### src/rtl/key_pkg.sv
// Shared types and helpers for the key event decoder: FSM state encoding,
// the idle key word, and the active-low one-hot to key-index encoder.
package key_pkg;

    typedef enum logic [1:0] {
        IDLE     = 2'd0,
        DB_PRESS = 2'd1,
        HELD     = 2'd2,
        DB_REL   = 2'd3
    } key_state_e;

    localparam logic [15:0] KEY_IDLE = 16'hFFFF;

    // Returns {valid, code}; valid only when exactly one bit of the word is low.
    function automatic logic [4:0] onehot_low_to_code(input logic [15:0] key_word);
        logic [15:0] act;
        logic [3:0]  idx;
        logic [4:0]  n_low;
        act   = ~key_word;
        idx   = '0;
        n_low = '0;
        for (int i = 0; i < 16; i++) begin
            if (act[i]) begin
                idx   = 4'(i);
                n_low = n_low + 5'd1;
            end
        end
        return {(n_low == 5'd1), idx};
    endfunction

endpackage

### src/rtl/key_fifo.sv
// Small circular event FIFO with registered overflow pulse. A push into a full
// FIFO is accepted only when a pop happens in the same cycle.
module key_fifo #(
    parameter int DEPTH  = 4,
    parameter int DATA_W = 4
) (
    input  logic                     clk,
    input  logic                     reset,
    input  logic                     push,
    input  logic [DATA_W-1:0]        push_data,
    input  logic                     pop,
    output logic [DATA_W-1:0]        pop_data,
    output logic                     empty,
    output logic [$clog2(DEPTH):0]   count,
    output logic                     overflow
);

    localparam int PTR_W = $clog2(DEPTH);
    localparam int CNT_W = PTR_W + 1;

    logic [DATA_W-1:0] mem_q [DEPTH];
    logic [PTR_W-1:0]  wr_ptr_q, wr_ptr_d;
    logic [PTR_W-1:0]  rd_ptr_q, rd_ptr_d;
    logic [CNT_W-1:0]  count_q,  count_d;
    logic              overflow_q, overflow_d;
    logic              full;
    logic              push_ok;
    logic              pop_ok;

    assign full  = (count_q == CNT_W'(DEPTH));
    assign empty = (count_q == '0);

    always_comb begin
        pop_ok     = pop && !empty;
        push_ok    = push && (!full || pop_ok);
        overflow_d = push && full && !pop_ok;
        wr_ptr_d   = push_ok ? wr_ptr_q + PTR_W'(1) : wr_ptr_q;
        rd_ptr_d   = pop_ok  ? rd_ptr_q + PTR_W'(1) : rd_ptr_q;
        count_d    = count_q + CNT_W'(push_ok) - CNT_W'(pop_ok);
    end

    always_ff @(posedge clk or negedge reset) begin
        if (!reset) begin
            wr_ptr_q   <= '0;
            rd_ptr_q   <= '0;
            count_q    <= '0;
            overflow_q <= 1'b0;
        end else begin
            wr_ptr_q   <= wr_ptr_d;
            rd_ptr_q   <= rd_ptr_d;
            count_q    <= count_d;
            overflow_q <= overflow_d;
        end
    end

    // Storage holds data only; validity is tracked by the count.
    always_ff @(posedge clk) begin
        if (push_ok) begin
            mem_q[wr_ptr_q] <= push_data;
        end
    end

    assign pop_data = empty ? '0 : mem_q[rd_ptr_q];
    assign count    = count_q;
    assign overflow = overflow_q;

endmodule

### src/rtl/key_event_decoder.sv
// Synchronises the scanner key word, debounces press/release, and queues one
// key-code event per accepted press for a valid/ready consumer.
module key_event_decoder
    import key_pkg::*;
#(
    parameter int DEBOUNCE_CYCLES = 50000,
    parameter int FIFO_DEPTH      = 4
) (
    input  logic                          clk,
    input  logic                          reset,
    input  logic [15:0]                   key,
    input  logic                          pressed,
    input  logic                          code_ready,
    output logic                          code_valid,
    output logic [3:0]                    code,
    output logic                          overflow,
    output logic [$clog2(FIFO_DEPTH):0]   fifo_count
);

    localparam int CNT_W = $clog2(DEBOUNCE_CYCLES);
    localparam logic [CNT_W-1:0] CNT_LAST = CNT_W'(DEBOUNCE_CYCLES - 1);

    logic [15:0]      key_meta_q, key_meta_d;
    logic [15:0]      key_s_q, key_s_d;
    logic             pressed_meta_q, pressed_meta_d;
    logic             pressed_s_q, pressed_s_d;

    key_state_e       state_q, state_d;
    logic [CNT_W-1:0] cnt_q, cnt_d;
    logic [3:0]       cand_q, cand_d;

    logic [4:0]       dec;
    logic             enc_valid;
    logic [3:0]       enc;
    logic             push;
    logic             fifo_empty;

    // Stage boundary: two-flop synchronisers into clk
    always_comb begin
        key_meta_d     = key;
        key_s_d        = key_meta_q;
        pressed_meta_d = pressed;
        pressed_s_d    = pressed_meta_q;
    end

    always_ff @(posedge clk or negedge reset) begin
        if (!reset) begin
            key_meta_q     <= KEY_IDLE;
            key_s_q        <= KEY_IDLE;
            pressed_meta_q <= 1'b0;
            pressed_s_q    <= 1'b0;
        end else begin
            key_meta_q     <= key_meta_d;
            key_s_q        <= key_s_d;
            pressed_meta_q <= pressed_meta_d;
            pressed_s_q    <= pressed_s_d;
        end
    end

    assign dec       = onehot_low_to_code(key_s_q);
    assign enc_valid = dec[4];
    assign enc       = dec[3:0];

    // Stage boundary: debounce FSM state register
    always_ff @(posedge clk or negedge reset) begin
        if (!reset) begin
            state_q <= IDLE;
            cnt_q   <= '0;
        end else begin
            state_q <= state_d;
            cnt_q   <= cnt_d;
        end
    end

    // The candidate code is only meaningful outside IDLE, so it needs no reset.
    always_ff @(posedge clk) begin
        cand_q <= cand_d;
    end

    always_comb begin
        state_d = state_q;
        cnt_d   = cnt_q;
        cand_d  = cand_q;
        unique case (state_q)
            IDLE: begin
                if (pressed_s_q && enc_valid) begin
                    cand_d  = enc;
                    cnt_d   = '0;
                    state_d = DB_PRESS;
                end
            end
            DB_PRESS: begin
                if (!pressed_s_q || !enc_valid || (enc != cand_q)) begin
                    state_d = IDLE;
                end else if (cnt_q == CNT_LAST) begin
                    state_d = HELD;
                end else begin
                    cnt_d = cnt_q + CNT_W'(1);
                end
            end
            HELD: begin
                // Rollover to another key while held never produces an event.
                if (!pressed_s_q) begin
                    cnt_d   = '0;
                    state_d = DB_REL;
                end
            end
            DB_REL: begin
                if (pressed_s_q) begin
                    state_d = HELD;
                end else if (cnt_q == CNT_LAST) begin
                    state_d = IDLE;
                end else begin
                    cnt_d = cnt_q + CNT_W'(1);
                end
            end
            default: begin
                state_d = IDLE;
            end
        endcase
    end

    always_comb begin
        push = (state_q == DB_PRESS) && pressed_s_q && enc_valid &&
               (enc == cand_q) && (cnt_q == CNT_LAST);
    end

    // Stage boundary: event queue towards the consumer
    key_fifo #(
        .DEPTH  (FIFO_DEPTH),
        .DATA_W (4)
    ) u_fifo (
        .clk       (clk),
        .reset     (reset),
        .push      (push),
        .push_data (cand_q),
        .pop       (code_ready),
        .pop_data  (code),
        .empty     (fifo_empty),
        .count     (fifo_count),
        .overflow  (overflow)
    );

    assign code_valid = !fifo_empty;

endmodule

### config.mk
export PLATFORM = sky130hd
export DESIGN_NAME = key_event_decoder
export DESIGN_NICKNAME = d
export VERILOG_FILES = /design/src/rtl/key_pkg.sv /design/src/rtl/key_fifo.sv /design/src/rtl/key_event_decoder.sv
export SDC_FILE = /design/constraint.sdc
export NUM_CORES = 1
export LEC_CHECK = 0
export CAP_MARGIN = 20
export CELL_PAD_IN_SITES_DETAIL_PLACEMENT = 0
export CELL_PAD_IN_SITES_GLOBAL_PLACEMENT = 1
export CORE_UTILIZATION = 43
export CTS_CLUSTER_DIAMETER = 200
export DETAILED_ROUTE_END_ITERATION = 12
export DONT_BUFFER_PORTS = 1
export PLACE_DENSITY = 0.79
export SYNTH_ARGS = -nofsm -noshare
export SYNTH_HDL_FRONTEND = slang
export SYNTH_SLANG_ARGS = --single-unit
### constraint.sdc
create_clock -name clk -period 9.9 [get_ports clk]
set_clock_uncertainty 0.05 [all_clocks]
set_input_delay 1.98 -clock clk [delete_from_list [all_inputs] [get_ports clk]]
set_output_delay 1.98 -clock clk [all_outputs]
set_load 0.05 [all_outputs]
# Yosys cells after proc, flatten, opt, wreduce, memory -nomap -nowiden
# Memory sizes are Yosys's and may differ from the RTL's.
# Cells that the tools add are included.
[op_classes]
n_addsub = 20
n_eq_ne = 14
muxes = 47
bitwise = 1
n_reduce_logical = 22
[op_table]
columns = ["op", "count"]
rows = [
  ["$mux W16", 5],
  ["$add A5 B1 Y5 const B", 14],
  ["$mux W5", 14],
  ["$pmux W16 S4", 1],
  ["$mux W4", 14],
  ["$add A16 B1 Y16 const B", 1],
  ["$eq A16 B16 Y1 const B", 1],
  ["$mux W2", 8],
  ["$not A16 Y16", 1],
  ["$logic_and A1 B1 Y1", 9],
  ["$ne A2 B2 Y1 const B", 4],
  ["$pmux W2 S4", 1],
  ["$reduce_and A4 Y1", 2],
  ["$ne A3 B3 Y1 const B", 2],
  ["$eq A5 B1 Y1 const B", 1],
  ["$logic_not A1 Y1", 5],
  ["$add A2 B1 Y2 const B", 2],
  ["$eq A2 B2 Y1 const B", 2],
  ["$eq A4 B4 Y1", 1],
  ["$mux W1", 4],
  ["$ne A4 B4 Y1", 1],
  ["$add A3 B1 Y3", 1],
  ["$eq A3 B3 Y1 const B", 1],
  ["$logic_not A3 Y1", 1],
  ["6 further kinds", 8],
]
[word_totals]
regBits = 64
mem_bits_rw = 16
in_bits = 20
output_inout_bits = 9
wordCells = 116
mem_count = 1
[mem_list]
columns = ["memory", "depth", "width", "read_ports", "rd_ports_with_merged_regs", "write_ports", "line_no", "text"]
rows = [
  ["u_fifo.mem_q", 4, 4, 1, 0, 1, "key_fifo.sv:21", "logic [DATA_W-1:0] mem_q [DEPTH];"],
]

# Logic depth before layout (Yosys ltp)
# Gate-level depths: netlist of run 1.
[depth]
depth_word = 39
depth_mapped = 59
depth_no_buf = 57

# Modules after synthesis
# Synthesis of run 1 repeated with hierarchy kept, for this count alone.
[hier_totals]
hier_cells = 521
hier_area_um2 = 5482.8
[by_module_without_submodules]
columns = ["mod", "n_inst", "cells_each", "area_each_um2", "seq_area_each_um2"]
rows = [
  ["key_event_decoder", 1, 458, 4404.2, 1461.4],
  ["key_fifo", 1, 63, 1078.5, 680.7],
]

# Worst setup path before layout of run 1
# Ideal clock, no wire load.
[synth_timing]
path_kind = "reg-to-reg"
start = "register key_s_q[0]"
end = "register u_fifo.count_q[2], in the netlist u_fifo.count[2]"
setup_time_ns = 0.123
arrival_time_ns = 10.439
t_required_ns = 9.727
path_slack_ns = -0.712
path_stages_with_launch = 57
path_buffers = 0
period_less_slack_ns = 10.612
path_cell_list = "dfstp_2 inv_1 ha_1 xnor2_1 ha_1 nor2b_1 a21o_1 ha_1 mux2_2 ha_1 nor2b_1 a31oi_1 nand2_1 ha_1 nor2_1 a31oi_1 ha_1 nor2_1 [21 not listed] a31oi_1 inv_1 ha_1 nor2_1 a21oi_1 ha_1 nor2b_1 xnor2_1 xnor2_1 xnor2_1 nor3b_1 o21ai_1 o21bai_1 nor4_4 ha_1 inv_1 fa_1 xnor2_1"
[synth_via]
elab_chain_len = 39
[synth_lines]
columns = ["item", "line_no", "text"]
rows = [
  ["from (decl)", "key_event_decoder.sv:24", "logic [15:0] key_s_q, key_s_d;"],
  ["from (signal assigned)", "key_event_decoder.sv:54", "key_s_q <= key_s_d;"],
  ["$not A16 Y16 (*)", "key_pkg.sv:19", "act = ~key_word;"],
  ["$mux W1 (*)", "key_pkg.sv:23", "if (act[i]) begin"],
  ["$add A1 B1 Y2", "key_pkg.sv:25", "n_low = n_low + 5'd1;"],
  ["$mux W2 (*)", "key_pkg.sv:23", ""],
  ["$add A5 B1 Y5", "key_pkg.sv:25", ""],
  ["$mux W5 (*)", "key_pkg.sv:23", ""],
  ["$add A5 B1 Y5", "key_pkg.sv:25", ""],
  ["$mux W5 (*)", "key_pkg.sv:23", ""],
  ["[24 not listed]", "n/a", ""],
  ["$eq A5 B1 Y1 (*)", "key_pkg.sv:28", "return {(n_low == 5'd1), idx};"],
  ["$logic_and A1 B1 Y1 (*) (2 in series)", "key_event_decoder.sv:124", "push = (state_q == DB_PRESS) && pressed_s_q && enc_valid &&"],
  ["$logic_and A1 B1 Y1 (*)", "key_event_decoder.sv:125", "(enc == cand_q) && (cnt_q == CNT_LAST);"],
  ["$logic_and A1 B1 Y1 (*)", "key_fifo.sv:35", "push_ok = push && (!full || pop_ok);"],
  ["net u_fifo.push_ok", "key_fifo.sv:27", "logic push_ok;"],
  ["$add A3 B1 Y3 (*)", "key_fifo.sv:39", "count_d = count_q + CNT_W'(push_ok) - CNT_W'(pop_ok);"],
  ["$sub A3 B1 Y3 (*)", "key_fifo.sv:39", ""],
  ["net u_fifo.count_d[2]", "key_fifo.sv:24", "logic [CNT_W-1:0] count_q, count_d;"],
  ["to (signal assigned)", "key_fifo.sv:51", "count_q <= count_d;"],
  ["to (decl)", "key_fifo.sv:24", ""],
]
# The timed path passes the listed nets; every way through them passes the cells marked *.
# A chain may end at the register's enable or synchronous reset.

# Final worst setup path of run 1
[layout_timing]
start = "register key_s_q[1]"
end = "register u_fifo.count_q[1], in the netlist u_fifo.count[1]"
[layout_via]
elab_chain_len = 37
elab_cells_between_ends = 53
classes_between = "add/sub (16); eq/ne (2); mux (30); bitwise (1); reduce/logical (4)"
[layout_lines]
columns = ["item", "line_no"]
rows = [
  ["$not A16 Y16 (*)", "key_pkg.sv:19"],
  ["$mux W2", "key_pkg.sv:23"],
  ["$add A5 B1 Y5", "key_pkg.sv:25"],
  ["$mux W5", "key_pkg.sv:23"],
  ["$add A5 B1 Y5", "key_pkg.sv:25"],
  ["$mux W5", "key_pkg.sv:23"],
  ["$add A5 B1 Y5", "key_pkg.sv:25"],
  ["$mux W5", "key_pkg.sv:23"],
  ["[23 not listed]", "n/a"],
  ["$logic_and A1 B1 Y1", "key_event_decoder.sv:124"],
  ["$logic_and A1 B1 Y1 (*)", "key_event_decoder.sv:124"],
  ["$logic_and A1 B1 Y1 (*)", "key_event_decoder.sv:125"],
  ["$logic_and A1 B1 Y1 (*)", "key_fifo.sv:35"],
  ["net u_fifo.push_ok", "key_fifo.sv:27"],
  ["$add A3 B1 Y3 (*)", "key_fifo.sv:39"],
  ["$sub A3 B1 Y3 (*)", "key_fifo.sv:39"],
  ["net u_fifo.count_d[1]", "key_fifo.sv:24"],
]
# Marked as above.

==> summary.txt, run 1 <==
Outcome
  • Outcome: finished with violations
  • Failing checks: negative setup slack

Clocking
  • Maximum clock path buffer count: 2
  • Clock root buffer: clkbuf_16
  • TritonCTS Sinks: 80
  • Htree depth: 3
  • Post-cts hold buffer count: 0
  • Reg clk slew, reported paths: 60 ps
  • Clk_lat worst skew: 340 ps
  • CTS tree: done
  • CTS buffer count: 9

Global route
  • Vias in the first global route: 3,750
  • Initial antenna violation count: 0
  • Pin count of the biggest net entering global routing: 61
  • Grt ovf: 0
  • First-pass GRT wire length: 17,600 um
  • Gr usage total: 17.7%

Worst setup path
  • Critical path capture point type: register
  • Crit path from: key_s_q[1]$_DFF_PN1_
  • Critical path's top delay family: adder cells
  • Crit-path max FO: 3
  • Worst path max stage delay: 560 ps
  • CP Buf/Inv Count: 7
  • FF-to-FF Start: key_s_q[1]$_DFF_PN1_
  • Worst endpoint required time: 10,080 ps
  • Most used cell, CP: ha_4
  • Slowest cell on the critical path: dfstp_2
  • CP arrival: 10,330 ps
  • Worst setup SP type: register
  • Critical path type: register to register

Placement
  • # port buffers: 0
  • Placed Area: 0.00564 sq mm
  • Post-DP HPWL: 7300 um
  • Placed cells: 622
  • Final Wtd Congestion: 0.799

Synthesis
  • Library cells used by synthesis: 79
  • Mapped Cells: 459
  • Syn. warnings: 0
  • Yosys top cell by area: dfstp_2
  • Yosys reg bits: 80
  • Mapped cell area: 0.00510 sq mm
  • Asr flop ratio synth: 75.0%
  • Ys flop type: dfstp_2
  • Syn Area/Cell: 11.1 sq um
  • Number of synthesized flops with an enable pin: 20
  • Commonest cells post-synth: dfstp_2, dfrtp_1, nand2_1, xnor2_1, a21oi_1
  • Post-synthesis sequential area ratio: 42.0%
  • Most frequent cell after synthesis: dfstp_2
  • Net Count, Synth: 502
  • Top cells by area, synth: dfstp_2, dfrtp_1, edfxtp_1, ha_1, xnor2_1
  • Area share of the leading cell type in the synthesized netlist: 16.5%

Route
  • DRC violations left: 0
  • DRT iter0 DRCs: 148
  • WL final: 10,300 um
  • Antenna Nets Post-Route: 0
  • DRT Pass-1 Iters: 4
  • Vias per cell: 5.48
  • Total number of vias: 3,645
  • Wirelength per Cell: 15.5 um

STA
  • Final hold violations: 0
  • Min Clock Period, post-route: 10,150 ps
  • RSZ-0062 raised after global routing: yes
  • # setup viols final: 26
  • Worst slew pin tran: 671 ps
  • Tcrit/Tclk final: 103%
  • PnR worst setup slack: -248 ps
  • WHS: 303 ps
  • Slew headroom: 54.6%
  • FMAX: 98.5 MHz
  • Fin. max-slew vios: 0

Finish
  • Final instance area: 0.00645 sq mm
  • Layout cells sized above 1: 43.9%
  • Antenna fix cells: 0
  • Util after Layout: 56.2%
  • Final #Nets: 560
  • Layout area overhead: 26.5%
  • Non-Filler Instances: 665

Hold path
  • Hold path startpoint: pressed_meta_q$_DFF_PN0_
  • Worst Hold Class: register to register

Die
  • IO Count: 29
  • Die area: 0.0123 sq mm
  • Die height: 111 um
  • Die W: 111 um
  • Initial core utilization: 44.5%
  • Rows: 39
  • Core Box Area: 0.0115 sq mm

Power
  • LEAKAGE: 2.57 nW
  • P per Cell Area: 284 mW/mm^2
  • Worst vdd ir: 0.184 mV

Run
  • Max Cap Viol: 0
repair_timing:
item,4_1_cts,5_1_grt
pin swaps,49,39
setup buffers,16,12
gates resized for setup,40,30
setup endpoints to repair,35,44
cloned,2,0
power breakdown:
part,internal (W),switching [W],total (W)
clock network,0.000190,0.000135,0.000325
registers,0.000378,0.0000642,0.000442
logic,0.000571,0.000494,0.00106
stage by stage:
stage                     setup slack, ps  setup TNS [ps]  power, W
after CTS                            -228           -1840   0.00176
after detailed placement             -372           -7470   0.00131
final                                -248           -1770   0.00183
after global placement               -139           -1040   0.00129
after floorplan                      -111            -142   0.00109
after global routing                 -733          -21790   0.00196
flip-flops by register name, indices dropped and copies added (netlist names):
register and flops:
u_fifo.wr_ptr_q 2, key_meta_q 16, u_fifo.count 3, cand_q 4, u_fifo.mem_q 16, state_q 2
key_s_q 16, u_fifo.rd_ptr_q 2, cnt_q 16, u_fifo.overflow 1, pressed_meta_q 1, pressed_s_q 1
cell families (layout without fill, tap and decap cells):
family                     count (synthesis)  count (layout)  synth area share (%)
and+or+nand+nor                          164             164                  19.3
adders and majority gates                 24              24                  5.99
DFF                                       80              80                  42.0
buffers and inverters                     39             102                  5.33
AOI/OAI and AO/OA                         89              89                  11.3
xor gates and xnor gates                  49              49                  12.2
muxes                                     14              14                  3.85
final timing paths:
path	endpoint	slack [ps]	cells past startpoint
worst min register to register	pressed_s_q$_DFF_PN0_	300	0
min in group asynchronous	u_fifo.rd_ptr_q[1]$_DFFE_PN0P_	1290	0
worst max register to register	u_fifo.count[1]$_DFF_PN0_	-250	58
max in group asynchronous	key_meta_q[9]$_DFF_PN1_	8280	0
worst min-delay path	pressed_s_q$_DFF_PN0_	300	0
worst max-delay path	u_fifo.count[1]$_DFF_PN0_	-250	58
layer usage:
layer / vias up / part of all wire (%) / track usage [%]
met4: 0 / 1.2 / 6.04
met2: 60 / 51 / 30.3
li1: 1777 / - / -
met1: 1796 / 45 / 21.9
met5: - / 0 / 0
met3: 12 / 3.4 / 4.21
cell type report:
type | instances | area (sq um)
Clock inverter | 6 | 52.6
Timing Repair Buffer | 67 | 552
Clock buffer | 10 | 250
Multi-Input combinational cell | 340 | 3200
Inverter | 19 | 71.3
Fill cell | 926 | 5020
Tap cell | 143 | 179
Sequential cell | 80 | 2140
placed cells by master (no fill, tap or decap), types with 12 or more instances in the layout:
master / n
xnor2_1: 25
nand3_1: 14
buf_4: 60
inv_1: 12
nand2_1: 27
dfstp_2: 32
dfrtp_1: 28
nor2_1: 12
edfxtp_1: 20
o21ai_0: 12
Power figures use the tool's default switching activity.
==> inputs of run 2 (changes only) <==
--- a/config.mk
+++ b/config.mk
@@ -5,14 +5,14 @@
 export SDC_FILE = /design/constraint.sdc
 export NUM_CORES = 1
 export LEC_CHECK = 0
-export CAP_MARGIN = 20
+export CAP_MARGIN = 10
 export CELL_PAD_IN_SITES_DETAIL_PLACEMENT = 0
 export CELL_PAD_IN_SITES_GLOBAL_PLACEMENT = 1
 export CORE_UTILIZATION = 43
 export CTS_CLUSTER_DIAMETER = 200
 export DETAILED_ROUTE_END_ITERATION = 12
 export DONT_BUFFER_PORTS = 1
-export PLACE_DENSITY = 0.79
+export PLACE_DENSITY = 0.77
 export SYNTH_ARGS = -nofsm -noshare
 export SYNTH_HDL_FRONTEND = slang
 export SYNTH_SLANG_ARGS = --single-unit
==> constraint.sdc (replaced) <==
create_clock -name clk -period 12.79 [get_ports clk]
set_clock_uncertainty 0.05 [all_clocks]
set_input_delay 2.558 -clock clk [delete_from_list [all_inputs] [get_ports clk]]
set_output_delay 2.558 -clock clk [all_outputs]
set_load 0.05 [all_outputs]
==> summary.txt, run 2 (synthesis results as in run 1) <==
Die
  • Die area: 0.0123 sq mm (unchanged)
  • IO Count: 29 (unchanged)
  • Initial core utilization: 44.5% (unchanged)
  • Die W: 111 um (unchanged)
  • Die height: 111 um (unchanged)
  • Core Box Area: 0.0115 sq mm (unchanged)
  • Rows: 39 (unchanged)

Route
  • DRT Pass-1 Iters: 4 (unchanged)
  • Wirelength per Cell: 15.1 um (was 15.5 um)
  • Antenna Nets Post-Route: 0 (unchanged)
  • Total number of vias: 3,312 (was 3,645)
  • Vias per cell: 5.53 (was 5.48)
  • WL final: 9030 um (was 10,300 um)
  • DRT iter0 DRCs: 161 (was 148)
  • DRC violations left: 0 (unchanged)

Clocking
  • Htree depth: 3 (unchanged)
  • CTS buffer count: 9 (unchanged)
  • Post-CTS setup buffer count: 0 (was 16)
  • Post-cts hold buffer count: 0 (unchanged)
  • CTS tree: done (unchanged)
  • Reg clk slew, reported paths: 60 ps (about the same)
  • Clock root buffer: clkbuf_16 (unchanged)
  • Clk_lat worst skew: 330 ps (was 340 ps)
  • TritonCTS Sinks: 80 (unchanged)
  • Maximum clock path buffer count: 2 (unchanged)
  • Post-CTS sizing: 0 (was 40)

Placement
  • Final Wtd Congestion: 0.790 (was 0.799)
  • Placed Area: 0.00508 sq mm (was 0.00564 sq mm)
  • Placed cells: 583 (was 622)
  • Post-DP HPWL: 6720 um (was 7300 um)
  • # port buffers: 0 (unchanged)

Hold path
  • Hold depth: 0 (unchanged)
  • Worst Hold Class: register to register (unchanged)
  • Worst Hold End: pressed_s_q$_DFF_PN0_ (unchanged)
  • Hold path startpoint: pressed_meta_q$_DFF_PN0_ (unchanged)

Worst setup path
  • CP arrival: 11,740 ps (was 10,330 ps)
  • Reg2reg path depth: 56 (was 58)
  • Worst reg2reg setup slack: 1250 ps (was -250 ps)
  • Worst path max stage delay: 610 ps (was 560 ps)
  • Reg-to-Reg End: cnt_q[11]$_DFFE_PN0P_ (was u_fifo.count[1]$_DFF_PN0_)
  • Worst endpoint required time: 12,990 ps (was 10,080 ps)
  • Worst setup SP type: register (unchanged)
  • Crit-path max FO: 28 (was 3)
  • Slowest cell on the critical path: or4_1 (was dfstp_2)
  • Critical path capture point type: register (unchanged)
  • FF-to-FF Start: key_s_q[0]$_DFF_PN1_ (was key_s_q[1]$_DFF_PN1_)
  • Most used cell, CP: ha_1 (was ha_4)
  • Critical path type: register to register (unchanged)

STA
  • Tcrit/Tclk final: 90.2% (was 103%)
  • FMAX: 86.7 MHz (was 98.5 MHz)
  • Slew headroom: 41.2% (was 54.6%)
  • Final hold violations: 0 (unchanged)
  • Fin. max-slew vios: 0 (unchanged)
  • Worst slew pin tran: 882 ps (was 671 ps)
  • Fin Setup TNS: 0 ps (was -1770 ps)
  • RSZ-0062 raised after global routing: no (was yes)
  • Min Clock Period, post-route: 11,540 ps (was 10,150 ps)
  • # setup viols final: 0 (was 26)

Global route
  • Gr usage total: 15.9% (was 17.7%)
  • Initial antenna violation count: 0 (unchanged)
  • Vias in the first global route: 3,332 (was 3,750)
  • First-pass GRT wire length: 15,900 um (was 17,600 um)
  • Pin count of the biggest net entering global routing: 61 (unchanged)
  • Grt ovf: 0 (unchanged)

Outcome
  • Outcome: finished, final reports clean (was finished with violations)

Finish
  • Non-Filler Instances: 599 (was 665)
  • Layout cells sized above 1: 19.3% (was 43.9%)
  • Final #Nets: 494 (was 560)
  • Antenna fix cells: 0 (unchanged)
  • Layout area overhead: 5.62% (was 26.5%)
  • Register area: 0.00214 sq mm (unchanged)
  • Commonest cells after routing, fill and taps aside: dfstp_2, nand2_1, xnor2_1, dfrtp_1, a21oi_1 (was buf_4, dfstp_2, dfrtp_1, nand2_1, xnor2_1)
  • Multi-input gate area: 0.00268 sq mm (was 0.00320 sq mm)
  • Commonest non-fill, non-tap cell in the layout: dfstp_2 (was buf_4)
  • Filler instances: 1,038 (was 926)
  • Final instance area: 0.00538 sq mm (was 0.00645 sq mm)

Power
  • Worst vdd ir: 0.130 mV (was 0.184 mV)
  • Total power draw: 0.00111 W (was 0.00183 W)
  • P per Cell Area: 206 mW/mm^2 (was 284 mW/mm^2)
  • LEAKAGE: 2.15 nW (was 2.57 nW)

Run
  • Max Cap Viol: 0 (unchanged)
-- run 2: cell count changes in the layout (fill, tap and decap cells not counted), moves of 6 or more --
cell | before | now
a21oi_1 | 11 | 25
inv_1 | 12 | 19
a21oi_2 | 11 | 0
and2_1 | 5 | 11
inv_2 | 7 | 0
ha_1 | 10 | 22
nor2_1 | 12 | 19
and2_4 | 6 | 0
ha_4 | 10 | 0
buf_4 | 60 | 1
-- run 2: metal layers --
metal  routed length [um]  part of all wire, %  GRT usage, %  vias up
met1                 4330                   48          21.1     1590
met4                  105                  1.2          4.62        0
li1                     -                    -             -     1653
met5                    0                    0             0        -
met2                 4230                   47          25.3       58
met3                  355                  3.9          4.65       11
-- run 2: area by class of cell --
| class | instances | area share, % |
|---|---|---|
| clock inverters | 7 | 1.39 |
| clock buffers | 9 | 4.18 |
| flip-flops and latches | 80 | 39.8 |
| inverters | 19 | 1.32 |
| multi-input cells | 340 | 49.8 |
| well taps | 143 | 3.32 |
| repair buffers | 1 | 0.139 |
-- run 2: through the flow --
step                      hold slack, ps  utilization (%)  setup slack [ps]
after global routing                 308             47.0               255
after CTS                            303             47.0              1210
after floorplan                      281                -              2180
after global placement               284             44.3              1580
final                                303             47.0              1250
after detailed placement             289             44.3              1260
-- run 2: how the worst max path moves through the flow --
stage                         start                        end  slack, ps
6_report       key_s_q[0]$_DFF_PN1_      cnt_q[11]$_DFFE_PN0P_       1250
3_5_place_dp   key_s_q[0]$_DFF_PN1_       cnt_q[7]$_DFFE_PN0P_       1260
3_3_place_gp   key_s_q[0]$_DFF_PN1_      cnt_q[11]$_DFFE_PN0P_       1580
4_1_cts        key_s_q[0]$_DFF_PN1_      cnt_q[11]$_DFFE_PN0P_       1210
2_1_floorplan  key_s_q[0]$_DFF_PN1_  u_fifo.count[2]$_DFF_PN0_       2180
5_1_grt        key_s_q[0]$_DFF_PN1_      cnt_q[11]$_DFFE_PN0P_        260
-- run 2: report_power, final --
part	total (W)	internal, W	switching (W)	leakage (nW)
logic	0.000509	0.000230	0.000279	1.09
clock network	0.000258	0.000153	0.000105	0.152
registers	0.000341	0.000292	0.0000489	0.914
-- run 2: critical path: cells and delay by family, from the launching register on --
| kind | cells | cell delay, ps |
|---|---|---|
| compound gates | 16 | 2390 |
| xor+xnor | 4 | 580 |
| fa+ha+maj | 14 | 3910 |
| buf+inv | 5 | 490 |
| flops | 1 | 530 |
| mux | 3 | 790 |
| simple gates | 14 | 2740 |
